===== src/rtl/mul_div_if.sv =====
// mul_div_if -- operation request / result bundle for mul_div_unit.
//   master: control unit side, drives start/op/operands and MTHI/MTLO writes,
//           observes busy/done, the HI/LO registers and the divide-by-zero flag.
//   slave : the multiply/divide unit itself.
interface mul_div_if #(
  parameter int ADDR_WIDTH = 32
);
  logic                  start;
  logic [1:0]            op;
  logic [ADDR_WIDTH-1:0] rs_val;
  logic [ADDR_WIDTH-1:0] rt_val;
  logic                  hi_we;
  logic                  lo_we;
  logic [ADDR_WIDTH-1:0] wdata;
  logic                  busy;
  logic                  done;
  logic [ADDR_WIDTH-1:0] hi;
  logic [ADDR_WIDTH-1:0] lo;
  logic                  div_by_zero;

  modport master (
    output start, op, rs_val, rt_val, hi_we, lo_we, wdata,
    input  busy, done, hi, lo, div_by_zero
  );

  modport slave (
    input  start, op, rs_val, rt_val, hi_we, lo_we, wdata,
    output busy, done, hi, lo, div_by_zero
  );
endinterface


===== src/rtl/mul_div_unit.sv =====
// mul_div_unit -- iterative MIPS-style multiply/divide unit with HI/LO.
//   clk  : single clock, rising edge.
//   rst  : asynchronous active-high reset.
//   bus  : mul_div_if slave port
//          start/op/rs_val/rt_val   request (op: 00 MULT, 01 MULTU, 10 DIV, 11 DIVU)
//          hi_we/lo_we/wdata        MTHI / MTLO writes (only while not busy)
//          busy/done                busy during the 32 iteration cycles, done pulses
//                                   for one cycle when HI/LO take the result
//          hi/lo                    architectural HI / LO registers
//          div_by_zero              last DIV/DIVU had a zero divisor
// One shift-add (multiply) or restoring shift-subtract (divide) step is done
// per cycle on operand magnitudes; signs are re-applied when the result is
// written to HI/LO on the last step.
module mul_div_unit #(
  parameter int ADDR_WIDTH = 32
) (
  input logic      clk,
  input logic      rst,
  mul_div_if.slave bus
);

  localparam int W  = ADDR_WIDTH;
  localparam int CW = $clog2(W);
  localparam logic [CW-1:0] LAST_STEP = CW'(W - 1);

  typedef enum logic [1:0] {IDLE, RUN, DONE} state_t;

  state_t state_reg, state_next;

  logic [CW-1:0]  count_reg,    count_next;
  logic           is_div_reg,   is_div_next;
  logic           neg_q_reg,    neg_q_next;    // final product / quotient is negated
  logic           neg_r_reg,    neg_r_next;    // remainder takes the dividend's sign
  logic           zero_div_reg, zero_div_next; // divisor was zero
  logic [W-1:0]   rs_reg,       rs_next;       // original dividend, returned on divide by zero
  logic [2*W-1:0] acc_reg,      acc_next;      // product accumulator / partial remainder
  logic [2*W-1:0] mcand_reg,    mcand_next;    // shifting multiplicand / divisor magnitude
  logic [W-1:0]   quo_reg,      quo_next;      // multiplier shifter / dividend-to-quotient shifter
  logic [W-1:0]   hi_reg,       hi_next;
  logic [W-1:0]   lo_reg,       lo_next;
  logic           dbz_reg,      dbz_next;

  logic           accept;
  logic           last_step;
  logic           signed_op;
  logic           rs_neg, rt_neg;
  logic [W-1:0]   rs_mag, rt_mag;
  logic [2*W-1:0] acc_step, mcand_step, rem_shift, prod_signed;
  logic [W-1:0]   quo_step, quo_signed, rem_low, rem_signed;
  logic           busy_c, done_c;

  // Start is only honoured outside RUN, so an in-flight operation can never
  // be disturbed by a second request.
  assign accept    = bus.start && (state_reg != RUN);
  assign last_step = (state_reg == RUN) && (count_reg == LAST_STEP);

  // Operand magnitudes for the incoming request; op[0]=0 means signed.
  assign signed_op = ~bus.op[0];
  assign rs_neg    = signed_op & bus.rs_val[W-1];
  assign rt_neg    = signed_op & bus.rt_val[W-1];
  assign rs_mag    = rs_neg ? (~bus.rs_val + W'(1)) : bus.rs_val;
  assign rt_mag    = rt_neg ? (~bus.rt_val + W'(1)) : bus.rt_val;

  // ---------------------------------------------------------------- FSM
  always_ff @(posedge clk or posedge rst) begin
    if (rst) begin
      state_reg <= IDLE;
    end else begin
      state_reg <= state_next;
    end
  end

  always_comb begin
    state_next = state_reg;
    busy_c     = 1'b0;
    done_c     = 1'b0;
    unique case (state_reg)
      IDLE: begin
        if (accept) state_next = RUN;
      end
      RUN: begin
        busy_c = 1'b1;
        if (last_step) state_next = DONE;
      end
      DONE: begin
        done_c     = 1'b1;
        state_next = accept ? RUN : IDLE;
      end
      default: state_next = IDLE;
    endcase
  end

  // -------------------------------------------------------- one iteration
  always_comb begin
    rem_shift  = {acc_reg[2*W-2:0], quo_reg[W-1]};
    acc_step   = acc_reg;
    mcand_step = mcand_reg;
    quo_step   = quo_reg;
    if (is_div_reg) begin
      // Restoring division: bring down the next dividend bit, subtract the
      // divisor only when it fits, and shift the quotient bit in.
      if (rem_shift >= mcand_reg) begin
        acc_step = rem_shift - mcand_reg;
        quo_step = {quo_reg[W-2:0], 1'b1};
      end else begin
        acc_step = rem_shift;
        quo_step = {quo_reg[W-2:0], 1'b0};
      end
    end else begin
      // Shift-add multiply: add the shifted multiplicand for each set bit.
      if (quo_reg[0]) acc_step = acc_reg + mcand_reg;
      mcand_step = {mcand_reg[2*W-2:0], 1'b0};
      quo_step   = {1'b0, quo_reg[W-1:1]};
    end
  end

  // Sign correction of the values produced by the final iteration.
  assign prod_signed = neg_q_reg ? (~acc_step + (2*W)'(1)) : acc_step;
  assign quo_signed  = neg_q_reg ? (~quo_step + W'(1)) : quo_step;
  assign rem_low     = acc_step[W-1:0];
  assign rem_signed  = neg_r_reg ? (~rem_low + W'(1)) : rem_low;

  // ------------------------------------------------------ datapath next
  always_comb begin
    count_next    = count_reg;
    is_div_next   = is_div_reg;
    neg_q_next    = neg_q_reg;
    neg_r_next    = neg_r_reg;
    zero_div_next = zero_div_reg;
    rs_next       = rs_reg;
    acc_next      = acc_reg;
    mcand_next    = mcand_reg;
    quo_next      = quo_reg;
    hi_next       = hi_reg;
    lo_next       = lo_reg;
    dbz_next      = dbz_reg;

    if (accept) begin
      // Start beats a simultaneous MTHI/MTLO: the write is simply dropped.
      count_next    = '0;
      is_div_next   = bus.op[1];
      neg_q_next    = rs_neg ^ rt_neg;
      neg_r_next    = rs_neg;
      zero_div_next = (bus.rt_val == '0);
      rs_next       = bus.rs_val;
      acc_next      = '0;
      dbz_next      = 1'b0;
      if (bus.op[1]) begin
        mcand_next = {{W{1'b0}}, rt_mag};
        quo_next   = rs_mag;
      end else begin
        mcand_next = {{W{1'b0}}, rs_mag};
        quo_next   = rt_mag;
      end
    end else if (state_reg == RUN) begin
      count_next = count_reg + CW'(1);
      acc_next   = acc_step;
      mcand_next = mcand_step;
      quo_next   = quo_step;
      // HI/LO are touched only here, on the last step, so no partial value
      // is ever architecturally visible.
      if (last_step) begin
        if (!is_div_reg) begin
          hi_next  = prod_signed[2*W-1:W];
          lo_next  = prod_signed[W-1:0];
          dbz_next = 1'b0;
        end else if (zero_div_reg) begin
          hi_next  = rs_reg;
          lo_next  = '1;
          dbz_next = 1'b1;
        end else begin
          hi_next  = rem_signed;
          lo_next  = quo_signed;
          dbz_next = 1'b0;
        end
      end
    end else begin
      if (bus.hi_we) hi_next = bus.wdata;
      if (bus.lo_we) lo_next = bus.wdata;
    end
  end

  always_ff @(posedge clk or posedge rst) begin
    if (rst) begin
      count_reg    <= '0;
      is_div_reg   <= 1'b0;
      neg_q_reg    <= 1'b0;
      neg_r_reg    <= 1'b0;
      zero_div_reg <= 1'b0;
      rs_reg       <= '0;
      acc_reg      <= '0;
      mcand_reg    <= '0;
      quo_reg      <= '0;
      hi_reg       <= '0;
      lo_reg       <= '0;
      dbz_reg      <= 1'b0;
    end else begin
      count_reg    <= count_next;
      is_div_reg   <= is_div_next;
      neg_q_reg    <= neg_q_next;
      neg_r_reg    <= neg_r_next;
      zero_div_reg <= zero_div_next;
      rs_reg       <= rs_next;
      acc_reg      <= acc_next;
      mcand_reg    <= mcand_next;
      quo_reg      <= quo_next;
      hi_reg       <= hi_next;
      lo_reg       <= lo_next;
      dbz_reg      <= dbz_next;
    end
  end

  assign bus.busy        = busy_c;
  assign bus.done        = done_c;
  assign bus.hi          = hi_reg;
  assign bus.lo          = lo_reg;
  assign bus.div_by_zero = dbz_reg;

endmodule


===== src/flat_wrapper.sv =====
// flat-port wrapper written by rule: the top's interface ports become plain ports
module mul_div_unit_flat 
#(
  parameter int ADDR_WIDTH = 32
)
  (clk, rst, bus_start, bus_op, bus_rs_val, bus_rt_val, bus_hi_we, bus_lo_we, bus_wdata, bus_busy, bus_done, bus_hi, bus_lo, bus_div_by_zero);
  mul_div_if #(.ADDR_WIDTH(ADDR_WIDTH)) bus_i ();
  input logic clk;
  input logic rst;
  input wire logic [$bits(bus_i.start)-1:0] bus_start;
  input wire logic [$bits(bus_i.op)-1:0] bus_op;
  input wire logic [$bits(bus_i.rs_val)-1:0] bus_rs_val;
  input wire logic [$bits(bus_i.rt_val)-1:0] bus_rt_val;
  input wire logic [$bits(bus_i.hi_we)-1:0] bus_hi_we;
  input wire logic [$bits(bus_i.lo_we)-1:0] bus_lo_we;
  input wire logic [$bits(bus_i.wdata)-1:0] bus_wdata;
  output wire logic [$bits(bus_i.busy)-1:0] bus_busy;
  output wire logic [$bits(bus_i.done)-1:0] bus_done;
  output wire logic [$bits(bus_i.hi)-1:0] bus_hi;
  output wire logic [$bits(bus_i.lo)-1:0] bus_lo;
  output wire logic [$bits(bus_i.div_by_zero)-1:0] bus_div_by_zero;
  assign bus_i.start = bus_start;
  assign bus_i.op = bus_op;
  assign bus_i.rs_val = bus_rs_val;
  assign bus_i.rt_val = bus_rt_val;
  assign bus_i.hi_we = bus_hi_we;
  assign bus_i.lo_we = bus_lo_we;
  assign bus_i.wdata = bus_wdata;
  assign bus_busy = bus_i.busy;
  assign bus_done = bus_i.done;
  assign bus_hi = bus_i.hi;
  assign bus_lo = bus_i.lo;
  assign bus_div_by_zero = bus_i.div_by_zero;
  mul_div_unit #(.ADDR_WIDTH(ADDR_WIDTH)) u_core (.clk(clk), .rst(rst), .bus(bus_i));
endmodule

===== config.mk =====
export PLATFORM = sky130hd
export DESIGN_NAME = mul_div_unit_flat
export DESIGN_NICKNAME = d
export VERILOG_FILES = /design/src/rtl/mul_div_if.sv /design/src/rtl/mul_div_unit.sv /design/src/flat_wrapper.sv
export SDC_FILE = /design/constraint.sdc
export NUM_CORES = 1
export LEC_CHECK = 0
export CELL_PAD_IN_SITES_DETAIL_PLACEMENT = 1
export CELL_PAD_IN_SITES_GLOBAL_PLACEMENT = 2
export CORE_MARGIN = 1.5
export CORE_UTILIZATION = 39
export DETAILED_ROUTE_END_ITERATION = 8
export PLACE_DENSITY_LB_ADDON = 0.1
export SYNTH_ARGS = -nofsm -noshare
export SYNTH_HDL_FRONTEND = slang
export SYNTH_SLANG_ARGS = --single-unit

===== constraint.sdc =====
create_clock -name clk -period 24.4 [get_ports clk]
set_clock_uncertainty 0.15 [all_clocks]
set_input_delay 3.66 -clock clk [delete_from_list [all_inputs] [get_ports clk]]
set_output_delay 3.66 -clock clk [all_outputs]
set_load 0.005 [all_outputs]

==> metrics.md <==
| Metric | Value |
|---|---|
| Most used cells in the layout excluding fill and tap cells | nand2_1, a21oi_1, nor2_1, o21ai_0, dfrtp_1 |
| Fmax | 129 MHz |
| Hold Path Class | reg2reg |
| Vertical extent of the die | 269 µm |
| Leading cell type in the layout, fill and taps excluded | nand2_1 |
| Number of global-route vias before repair | 31924 |
| Number of buffers inserted by hold repair at cts | 0 |
| CTS Root Buffer Type | clkbuf_16 |
| Aggregate global-route resource usage | 0.393 |
| Number of different library cells in the post-synthesis netlist | 105 |
| Worst setup EP type | register |
| Number of max-cap violations | 0 |
| Cell area after technology mapping | 0.0277 mm² |
| First-pass iteration count of the detailed router | 6 |
| Post-Synthesis Net Count | 4047 |
| Starting density of the core | 0.394 |
| Number of H-tree levels | 2 |
| Core region area | 0.0701 mm² |
| Horiz. Die Dim | 269 µm |
| GRT overflow | 0 |
| Post-route minimum period | 7.78 ns |
| Number of buffers inserted by post-CTS setup repair | 0 |
| Port Buffer Count | 169 |
| Count of filler cells inserted in the layout | 8843 |
| Most used flip-flop cell after synthesis | dfrtp_1 |
| Total number of vias | 31830 |
| Worst-path maximum fanout | 15 |
| Violation count after the first detailed-routing iteration | 3133 |
| Area share of the largest cell type after synthesis | 0.243 |
| DIE AREA | 0.0725 mm² |
| Data required time at the worst endpoint | 24.74 ns |
| Number of sinks driven by the clock tree | 268 |
| Site Rows | 97 |
| Antenna violation net count after detailed routing | 0 |
| Worst hold start | u_core.rs_reg[28] |
| Headroom to the max-slew limit | 0.0737 |
| Number of flops mapped to enable cells by yosys | 0 |
| Fraction of layout instances using a drive strength above 1 | 0.0548 |
| Footprint of the flip-flops and latches | 0.00671 mm² |
| Worst-path clk slew | 0.06 ns |
| Period utilization | 0.319 |
| Global placer's final weighted congestion | 1.02 |
| Setup repair after global routing missed its margin | no |
| Number of pins with negative max-slew slack in the final report | 0 |
| Final sum of negative setup slack | 0 ns |
| Startpoint of the worst-slack reg-to-reg timing path | u_core.acc_reg[40] |
| Yosys warning count | 0 |
| Estimated wirelength of the detail-placed design | 115 mm |
| Number of buffers created by CTS | 36 |
| Share of the yosys chip area belonging to registers | 0.243 |
| Syn Area/Cell | 7.26 µm² |
| Startpoint type of the worst setup path | register |
| Residual DRC | 0 |
| Pin count of the biggest net entering global routing | 77 |
| Deepest clock path buffer count | 3 |
| Status | complete, no violations |
| Total Wirelength | 147 mm |
| Count of mapped cells out of synthesis | 3809 |
| Global-route wire length before repair | 216 mm |
| Number of antenna violations at the first check in global routing | 3 |
| Nets | 4046 |
| Area added between synthesis and finish | 12.7% |
| Final-report setup violation count | 0 |
| Tightest Pin Transition | 1.39 ns |
| Clock tree from TritonCTS | done |
| Setup crit start | u_core.acc_reg[40] |
| Latest clock arrival within the worst-skew pair | 0.58 ns |
| Per-cell routed wire length | 30.9 µm |
| Area occupied by multi-input gates | 0.0195 mm² |
| Number of synthesized register bits | 268 |
| Worst setup path class | reg2reg |
| Per-cell via count in the routed design | 6.66 |
| Post-synth top area cell | dfrtp_1 |
| Number of gates given a new drive strength after cts | 0 |
| Endpoints failing hold | 0 |
| Worst Path Arrival | 8.12 ns |
| Share of flip-flops with an asynchronous set or reset after synthesis | 1.00 |
| Boundary pin count | 170 |
| Cell types occupying the most area after synthesis | dfrtp_1, nand2_1, a21oi_1 |
-- kinds of logic (layout without fill, tap and decap cells) --
| logic type | count (synthesis) | count (layout) | share of synthesized area |
|---|---|---|---|
| AO/OA/AOI/OAI | 1330 | 1330 | 0.308 |
| XOR/XNOR | 236 | 236 | 0.0747 |
| adder cells (fa/ha/maj) | 135 | 135 | 0.0616 |
| buffers and inverters | 384 | 409 | 0.0539 |
| flip-flops | 268 | 268 | 0.243 |
| multiplexers | 68 | 68 | 0.0255 |
| other | 0 | 2 | 0 |
| AND/OR/NAND/NOR | 1388 | 1388 | 0.234 |
-- area by class of cell --
class                      instances  share of cell area
antenna                            2            0.000161
clock buffer                      48              0.0326
clock inverter                    16             0.00542
inverter                         120              0.0147
multi-input combinational       3157               0.626
sequential                       268               0.216
tap                              940              0.0378
timing repair buffer             225              0.0676
-- cell usage after synthesis, drive strengths merged (14+ instances only) --
library cell,number
nand3,132
mux2i,51
a41oi,21
dfrtp,268
and3,23
o221ai,17
inv,120
nor4,33
nor2,319
a21oi,357
o22ai,57
o41ai,20
o21ai,324
nand2b,32
o21a,38
o211ai,38
nand2,537
ha,133
buf,55
mux2,17
xor2,84
nand4,63
a221oi,21
nor2b,30
o21bai,19
a21o,57
a211oi,60
or3,44
or4,25
o31ai,50
a31oi,91
or2,20
nor3,72
a21boi,14
clkbuf,209
and2,22
xnor2,152
-- through the flow --
stage | cell area (µm²) | instances | hold slack [ns] | setup slack, ns | utilization
after floorplan | 27700 | 3809 | 0.287 | 13.21 | -
after global placement | 30000 | 4710 | 0.314 | 16.94 | 0.427
after detailed placement | 30000 | 4710 | 0.318 | 16.86 | 0.427
after CTS | 31100 | 4774 | 0.334 | 16.93 | 0.444
after global routing | 31200 | 4775 | 0.363 | 16.48 | 0.444
final | 31200 | 4776 | 0.332 | 16.62 | 0.444
-- per-layer routing --
metal	wire length, µm	vias to the layer above	share of wire	track usage
met2	66500	1397	0.45	0.628
met4	8840	0	0.060	0.206
met5	0	-	0	0
li1	-	14007	-	-
met1	62000	16083	0.42	0.516
met3	10100	343	0.069	0.0553
-- final timing paths --
path / endpoint / slack (ns) / cells after the start
worst min-delay path: u_core.rs_reg[28] / 0.33 / 2
worst min register to register: u_core.rs_reg[28] / 0.33 / 2
max in group asynchronous: u_core.is_div_reg / 19.09 / 3
worst max register to register: u_core.bus.hi[31] / 16.62 / 15
worst max-delay path: u_core.bus.hi[31] / 16.62 / 15
min in group asynchronous: u_core.quo_reg[18] / 3.41 / 2
-- worst max-delay path, stage by stage (launching register included) --
cell and delay [ns]:
dfrtp_1 0.49, ha_1 0.44, a21oi_1 0.29, o21ba_2 0.24, o221ai_1 0.31, a22o_1 0.35
nor3_1 0.79, nand2_2 0.61, mux2i_1 0.80, and4bb_1 0.39, nand4_1 0.54, nor4_4 0.61
nand3_4 0.23, or4b_1 0.67, or4_1 0.56, a31oi_1 0.20
Power is left out: the tool's default activity adds up to more than one toggle a clock period on the data nets, which glitch-free logic cannot reach.
